==> src/rtl/keyboard_pkg.sv <==
// Shared scan-code constants, key one-hots and decoder types for the PS/2 key tracker.
package keyboard_pkg;

   localparam int unsigned NUM_KEYS = 6;

   // Set-2 scan codes of interest
   localparam logic [7:0] ARROW_UP    = 8'h75;
   localparam logic [7:0] ARROW_DOWN  = 8'h72;
   localparam logic [7:0] ARROW_LEFT  = 8'h6B;
   localparam logic [7:0] ARROW_RIGHT = 8'h74;
   localparam logic [7:0] ENTER       = 8'h5A;
   localparam logic [7:0] ESC         = 8'h76;
   localparam logic [7:0] PFX_EXT     = 8'hE0;
   localparam logic [7:0] PFX_BRK     = 8'hF0;

   typedef logic [NUM_KEYS-1:0] key_vec_t;

   localparam key_vec_t KEY_NONE  = 6'b000000;
   localparam key_vec_t KEY_UP    = 6'b000001;
   localparam key_vec_t KEY_DOWN  = 6'b000010;
   localparam key_vec_t KEY_LEFT  = 6'b000100;
   localparam key_vec_t KEY_RIGHT = 6'b001000;
   localparam key_vec_t KEY_ENTER = 6'b010000;
   localparam key_vec_t KEY_ESC   = 6'b100000;

   typedef enum logic [1:0] {
      ST_IDLE    = 2'd0,
      ST_EXT     = 2'd1,
      ST_BRK     = 2'd2,
      ST_EXT_BRK = 2'd3
   } decode_state_t;

   // One decoded make/break event for the key-state logic
   typedef struct packed {
      logic     make;
      logic     brk;
      logic     ext;
      key_vec_t key;
   } key_event_t;

   // Maps a completed scan code to its one-hot key; unknown codes give KEY_NONE
   function automatic key_vec_t map_code(input logic [7:0] code,
                                         input logic       ext,
                                         input logic       keypad);
      key_vec_t k;
      k = KEY_NONE;
      if (ext || keypad) begin
         case (code)
            ARROW_UP:    k = KEY_UP;
            ARROW_DOWN:  k = KEY_DOWN;
            ARROW_LEFT:  k = KEY_LEFT;
            ARROW_RIGHT: k = KEY_RIGHT;
            default:     k = KEY_NONE;
         endcase
      end
      if (!ext) begin
         case (code)
            ENTER:   k = KEY_ENTER;
            ESC:     k = KEY_ESC;
            default: ;
         endcase
      end
      return k;
   endfunction

endpackage

==> src/rtl/key_repeat_timer.sv <==
// Auto-repeat down-counter: loads the initial delay or the repeat period,
// flags expiry combinationally in the last counted cycle.
module key_repeat_timer
   import keyboard_pkg::*;
#(
   parameter int unsigned REPEAT_DELAY  = 20_000_000,
   parameter int unsigned REPEAT_PERIOD = 5_000_000
) (
   input  logic clk,
   input  logic rst,
   input  logic load_delay,
   input  logic load_period,
   input  logic stop,
   output logic expire_c
);

   localparam int unsigned MAX_LOAD = (REPEAT_DELAY > REPEAT_PERIOD) ? REPEAT_DELAY : REPEAT_PERIOD;
   localparam int unsigned CW       = $clog2(MAX_LOAD) + 1;

   logic [CW-1:0] cnt;

   // Counter: stop beats loads, loads beat counting, zero means idle
   always_ff @(posedge clk or negedge rst) begin
      if (!rst) begin
         cnt <= '0;
      end else if (stop) begin
         cnt <= '0;
      end else if (load_delay) begin
         cnt <= CW'(REPEAT_DELAY);
      end else if (load_period) begin
         cnt <= CW'(REPEAT_PERIOD);
      end else if (cnt != '0) begin
         cnt <= cnt - CW'(1);
      end
   end

   // Expiry lands so the owner's registered pulse appears exactly on the count boundary
   assign expire_c = (cnt == CW'(1));

endmodule

==> src/rtl/ps2_key_tracker.sv <==
// PS/2 scan-code decoder: tracks held game keys and emits press/release pulses with auto-repeat.
module ps2_key_tracker
   import keyboard_pkg::*;
#(
   parameter int unsigned REPEAT_DELAY   = 20_000_000,
   parameter int unsigned REPEAT_PERIOD  = 5_000_000,
   parameter int unsigned PREFIX_TIMEOUT = 100_000,
   parameter int unsigned ACCEPT_KEYPAD  = 1
) (
   input  logic                clk,
   input  logic                rst,
   input  logic [7:0]          code,
   input  logic                code_valid,
   output logic [NUM_KEYS-1:0] key_held,
   output logic [NUM_KEYS-1:0] key_press,
   output logic [NUM_KEYS-1:0] key_release
);

   localparam int unsigned TW        = $clog2(PREFIX_TIMEOUT) + 1;
   localparam logic        KEYPAD_EN = (ACCEPT_KEYPAD != 0);

   decode_state_t state, state_nxt;
   key_event_t    evt_c;
   logic [TW-1:0] tmo_cnt;
   key_vec_t      target;

   logic new_press_c;
   logic release_c;
   logic target_rel_c;
   logic fire_c;
   logic expire_c;

   // Decode state register
   always_ff @(posedge clk or negedge rst) begin
      if (!rst) begin
         state <= ST_IDLE;
      end else begin
         state <= state_nxt;
      end
   end

   // Next-state and event decode; a byte arriving on the timeout cycle is decoded normally
   always_comb begin
      state_nxt = state;
      evt_c     = '0;
      if (code_valid) begin
         unique case (state)
            ST_IDLE: begin
               if (code == PFX_EXT) begin
                  state_nxt = ST_EXT;
               end else if (code == PFX_BRK) begin
                  state_nxt = ST_BRK;
               end else begin
                  evt_c.make = 1'b1;
               end
            end
            ST_EXT: begin
               if (code == PFX_BRK) begin
                  state_nxt = ST_EXT_BRK;
               end else if (code != PFX_EXT) begin
                  evt_c.make = 1'b1;
                  evt_c.ext  = 1'b1;
                  state_nxt  = ST_IDLE;
               end
            end
            ST_BRK: begin
               evt_c.brk = 1'b1;
               state_nxt = ST_IDLE;
            end
            ST_EXT_BRK: begin
               evt_c.brk = 1'b1;
               evt_c.ext = 1'b1;
               state_nxt = ST_IDLE;
            end
         endcase
      end else if ((state != ST_IDLE) && (tmo_cnt == TW'(1))) begin
         state_nxt = ST_IDLE;
      end
      evt_c.key = map_code(code, evt_c.ext, KEYPAD_EN);
   end

   // Prefix timeout: reloaded by every byte, counts down to zero and holds
   always_ff @(posedge clk or negedge rst) begin
      if (!rst) begin
         tmo_cnt <= '0;
      end else if (code_valid) begin
         tmo_cnt <= TW'(PREFIX_TIMEOUT);
      end else if (tmo_cnt != '0) begin
         tmo_cnt <= tmo_cnt - TW'(1);
      end
   end

   // Key-state decisions; new press and target release both pre-empt a repeat expiry
   assign new_press_c  = evt_c.make && (evt_c.key != KEY_NONE) && ((evt_c.key & key_held) == KEY_NONE);
   assign release_c    = evt_c.brk && ((evt_c.key & key_held) != KEY_NONE);
   assign target_rel_c = release_c && (evt_c.key == target);
   assign fire_c       = expire_c && (target != KEY_NONE) && !new_press_c && !target_rel_c;

   key_repeat_timer #(
      .REPEAT_DELAY  (REPEAT_DELAY),
      .REPEAT_PERIOD (REPEAT_PERIOD)
   ) u_repeat (
      .clk         (clk),
      .rst         (rst),
      .load_delay  (new_press_c),
      .load_period (fire_c),
      .stop        (target_rel_c),
      .expire_c    (expire_c)
   );

   // Held bitmap, pulse outputs and repeat target
   always_ff @(posedge clk or negedge rst) begin
      if (!rst) begin
         key_held    <= KEY_NONE;
         key_press   <= KEY_NONE;
         key_release <= KEY_NONE;
         target      <= KEY_NONE;
      end else begin
         key_press   <= KEY_NONE;
         key_release <= KEY_NONE;
         if (new_press_c) begin
            key_held  <= key_held | evt_c.key;
            key_press <= evt_c.key;
            target    <= evt_c.key;
         end else if (release_c) begin
            key_held    <= key_held & ~evt_c.key;
            key_release <= evt_c.key;
            if (target_rel_c) begin
               target <= KEY_NONE;
            end
         end
         if (fire_c) begin
            key_press <= target;
         end
      end
   end

endmodule

==> config.mk <==
export PLATFORM = sky130hd
export DESIGN_NAME = ps2_key_tracker
export DESIGN_NICKNAME = d
export VERILOG_FILES = /design/src/rtl/keyboard_pkg.sv /design/src/rtl/key_repeat_timer.sv /design/src/rtl/ps2_key_tracker.sv
export SDC_FILE = /design/constraint.sdc
export NUM_CORES = 1
export LEC_CHECK = 0
export CAP_MARGIN = 15
export CORE_ASPECT_RATIO = 0.7
export CORE_MARGIN = 3
export CORE_UTILIZATION = 60
export CTS_BUF_LIST = sky130_fd_sc_hd__clkbuf_8
export DETAILED_ROUTE_END_ITERATION = 16
export PLACE_DENSITY = 0.81
export SLEW_MARGIN = 20
export SYNTH_ARGS = -nofsm -noshare
export SYNTH_HDL_FRONTEND = slang
export SYNTH_SLANG_ARGS = --single-unit
==> constraint.sdc <==
create_clock -name clk -period 2.8 [get_ports clk]
set_input_delay 0.56 -clock clk [delete_from_list [all_inputs] [get_ports clk]]
set_output_delay 0.56 -clock clk [all_outputs]
set_load 0.05 [all_outputs]
* After elaboration in Yosys (flattened, before gate mapping)
Cells that the tools add are included.
Storage, ports and cells: bits in registers 70, logic and storage cells 89
Cells by class: reduce and logical (&&, ||, !) cells 26, bitwise logic cells 4, add/sub/neg operators 2, muxes and demuxes 33, eq/ne operators 17
Operators with widths (number):
- $mux 26 | 4
- $mux 6 | 10
- $eq 8x7->1 const B | 6
- $mux 18 | 2
- $eq 26x1->1 const B | 1
- $reduce_bool 26->1 | 1
- $sub 26x1->26 const B | 1
- $eq 18x1->1 const B | 1
- $reduce_bool 18->1 | 1
- $reduce_bool 6->1 | 3
- $sub 18x1->18 const B | 1
- $eq 8x8->1 const B | 2
- $pmux 4 s4 | 1
- $and 6x6->6 | 2
- $mux 2 | 6
- $pmux 6 s2 | 1
- $reduce_bool 2->1 | 5
- $logic_and 1x1->1 | 8
- $ne 4x4->1 const B | 2
- $ne 8x8->1 const B | 1
- $eq 6x6->1 | 1
- $logic_not 6->1 | 1
- $not 6->6 | 1
- $or 6x6->6 | 1
- other kinds (12) | 19

* Depth between registers and ports, before layout
depth in word-level cells 15, depth in mapped cells 10, depth with buffers taken out 8

* Hierarchy
Synthesis repeated with hierarchy kept, for this count alone.
Unflattened totals: cells, all modules 401, area, all modules 3921.3 um^2
By module, submodules not included:
- ps2_key_tracker | area each 2406.1 um^2, instances 1, cells an instance 239, seq. area each 1101.1 um^2
- key_repeat_timer | area each 1515.2 um^2, instances 1, cells an instance 162, seq. area each 650.6 um^2

* Least setup slack after synthesis
No wires, ideal clock.
kind input to register, start point input code[0], end point register key_press[4], path slack 0.332 ns, arrival 2.372 ns, library setup time 0.095 ns, stages on the path 8, cells stage by stage buf_2 > and4bb_4 > and2_1 > a22o_1 > or3_1 > clkbuf_1 > or3_1 > o31ai_1
On the way: cells in the longest elaborated chain, start to end 13
Ends and longest elaborated chain:
- start: declaration | RTL line ps2_key_tracker.sv:12 | input logic [7:0] code,
- $ne 8x8->1 | RTL line ps2_key_tracker.sv:60 | end else if (code != PFX_EXT) begin
- $mux 1 | RTL line ps2_key_tracker.sv:60
- $mux 1 | RTL line ps2_key_tracker.sv:58 | if (code == PFX_BRK) begin
- $pmux 1 s2 | RTL line ps2_key_tracker.sv:47 | unique case (state)
- $mux 3 | RTL line ps2_key_tracker.sv:46 | if (code_valid) begin
- $mux 6 | RTL line keyboard_pkg.sv:56 | if (!ext) begin
- $and 6x6->6 / $reduce_bool 6->1 (equally long branches) | RTL line ps2_key_tracker.sv:94, ps2_key_tracker.sv:95
- $logic_not 6->1 (tied with other cells) | RTL line ps2_key_tracker.sv:94 | assign new_press_c = evt_c.make && (evt_c.key != KEY_NONE) && ((evt_c.key & key_held) == KEY_NONE);
- $logic_and 1x1->1 (on tied branches) | RTL line ps2_key_tracker.sv:94, ps2_key_tracker.sv:95
- $logic_not 1->1 / $logic_and 1x1->1 (equally long branches) | RTL line ps2_key_tracker.sv:97, ps2_key_tracker.sv:96
- $logic_and 1x1->1 / $logic_not 1->1 (equally long branches) | RTL line ps2_key_tracker.sv:97 | assign fire_c = expire_c && (target != KEY_NONE) && !new_press_c && !target_rel_c;
- $logic_and 1x1->1 | RTL line ps2_key_tracker.sv:97
- $mux 6 (*) | RTL line ps2_key_tracker.sv:132 | if (fire_c) begin
- end signal: assignment | RTL line ps2_key_tracker.sv:123 | key_press <= evt_c.key;
- end signal: assignment | RTL line ps2_key_tracker.sv:133 | key_press <= target;
- end: declaration | RTL line ps2_key_tracker.sv:15 | output logic [NUM_KEYS-1:0] key_press,
Every way passes the cells marked *; elsewhere a longest branch is shown, timed or not. A chain may end at the register's enable or synchronous reset.

* Worst setup path after layout
start point input code[2], end point register key_press[3]
The elaborated chain is that of the path after synthesis.

==> impl_metrics.toml <==
[status]
outcome = "finished, final reports clean"

[die]
ios = 29
rows = 23
die_h_um = 73.3
start_util = 0.649
die_w_um = 102
core-area_um2 = 5990
die_area_um2 = 7490

[drt]
detail_route.wl_per_cell_um = 16.9
drc = 0
drtPass1Iterations = 5
via_per_inst = 6.17
ant_nets = 0
wirelength_mm = 9.30
vias = 3400
drtIter0Drc = 199

[critical_path]
worst_r2r_startpoint = "tmo_cnt[0]"
cp-startpoint = "code[2]"
worst_setup_path_end_kind = "flop"
crit_arrival_ns = 2.95
cp_max_fo = 7
critPathLaunchType = "primary input"
required_ns = 3.05
path_class = "in2reg"

[global_route]
grt_first_pass_wirelength_mm = 16.0
grt_overflow = 0
antenna_found_initial = 0
first_global_vias = 3357
grt_usage = 0.272
grt_max_degree = 44

[placement]
gp_congestion = 0.929
dpl-instance-area_um2 = 4550
port_buffers = 28
dp.cells = 535
place_ws_ns = -0.240
hpwl_mm = 6.69

[clock_tree]
numCtsBuffers = 9
clock_latency_ns = 0.34
cts_tree = "yes"
cts_root_buf = "clkbuf_8"
cts.reportedPaths.clkPinSlew_ns = 0.08
clock-sinks = 70
cts_buffer_depth = 2
cts.htree.levels = 3

[logic_synthesis]
syn_inst = 404
synth_seq_area_share = 0.451
syn_nets = 419
yosys_most_used_dff = "dfrtp_1"
yosys_warnings = 0
synth-seq-cells = 70
syn_avg_cell_area_um2 = 9.61
syn_area_um2 = 3880
async_flop_share = 1.00
synth_cell_type_count = 62
synth_edf_count = 0

[job]
drv_cap = 0

[sta]
period_share = 0.967
timing.fmax_mhz = 369
fin_worst_skew_ns = 0.00930
maxSlewViolCount = 0
setup_viol = 0
rsz0062_at_grt = "false"
setup_ws_ns = 0.0927
hold_viol = 0
layout_min_cycle_time_ns = 2.71
slew_headroom = 0.488
tightest_slew_ns = 0.767

[pwr]
power_density_nw_per_um2 = 550
finalPower_mw = 2.63
vdd_drop_max_mv = 0.427
p_leak_nw = 1.99

[final_layout]
design_area_um2 = 4790
mostFrequentLayoutCell = "dfrtp_1"
fin_nets = 486
diodes = 0
layout_common_cells = "dfrtp_1 (70), buf_4 (43), nor2_1 (33)"
drive_gt1_frac = 0.183
final_cells = 551
area_growth_pct = 23.3
postLayoutCoreUtil = 0.800

[hold_path]
min_path_type = "in2async"
## worst max-delay path, cell delays in order
cell and delay, ns:
clkdlybuf4s50_1 0.55, nand4bb_1 0.22, nor4_2 0.07, buf_4 0.14, a22o_1 0.27, or3_4 0.43
buf_4 0.17, or3_1 0.43, o31ai_1 0.10
## synth_stat cells (6+ instances only)
cell type | number | area [um^2]
o21ai_0 | 21 | 105
nor3_1 | 28 | 140
or3_1 | 8 | 50.1
or4_1 | 7 | 52.6
a211oi_1 | 9 | 67.6
xor2_1 | 16 | 140
a21oi_1 | 12 | 60.1
clkbuf_1 | 10 | 37.5
xnor2_1 | 22 | 193
nor2_1 | 34 | 128
nand3b_1 | 6 | 45.0
nand2_1 | 31 | 116
inv_1 | 11 | 41.3
nand3_1 | 19 | 95.1
dfrtp_1 | 70 | 1750
nor4_1 | 13 | 81.3
## kinds of logic after synthesis
| kind of cell | Yosys count | synth area share |
|---|---|---|
| flops | 70 | 0.451 |
| mux | 2 | 0.00516 |
| simple gates | 190 | 0.282 |
| buf+inv | 29 | 0.0345 |
| xor+xnor | 38 | 0.0857 |
| fa+ha+maj | 4 | 0.0129 |
| compound gates | 71 | 0.128 |
## timing repair
action | CTS | global route
gates resized for setup | 0 | 7
endpoints found under the setup margin | 0 | 39
hold buffers | 0 | 0
setup buffers | 0 | 0
## flip-flops by register name, indices dropped and copies added (netlist names), named ones only
name          flops
key_release       6
key_press         6
u_repeat.cnt     26
target            6
tmo_cnt          18
state             2
## routing by layer
| metal | vias up | routed length, um | global-route usage |
|---|---|---|---|
| met5 | - | 0 | 0 |
| met4 | 0 | 166 | 0.0961 |
| met3 | 19 | 584 | 0.0503 |
| met2 | 133 | 4230 | 0.415 |
| met1 | 1640 | 4320 | 0.392 |
| li1 | 1608 | - | - |
## final timing paths
kind	to	slack [ns]	cells past startpoint
hold / removal	key_release[3]	0.23	1
hold reg to reg	tmo_cnt[16]	0.52	1
setup reg to reg	tmo_cnt[5]	0.29	9
setup / recovery	key_press[3]	0.09	9
max in group asynchronous	u_repeat.cnt[12]	1.92	2
min in group clk	tmo_cnt[16]	0.52	1
## stage by stage
step	hold WS (ns)	setup TNS (ns)
CTS	0.243	0
global route	0.277	0
finish	0.232	0
global placement	0.498	-5.91
detailed placement	0.502	-8.27
floorplan	0.264	0
## final cells by class
class                   instances  area [um^2]
repair buffers                 74          658
well taps                      75         93.8
clock inverters                 6         61.3
clock buffers                  10          138
flip-flops and latches         70         1750
inverters                      11         41.3
fillers                       386         1200
multi-input cells             305         2040
## where the power goes
group          internal (mW)  switching (mW)  total, mW
combinational          0.250           0.267      0.517
clock                  0.432           0.380      0.812
sequential              1.14           0.160       1.30
total                   1.82           0.806       2.63
No activity file was read; power rests on OpenSTA's default activity.
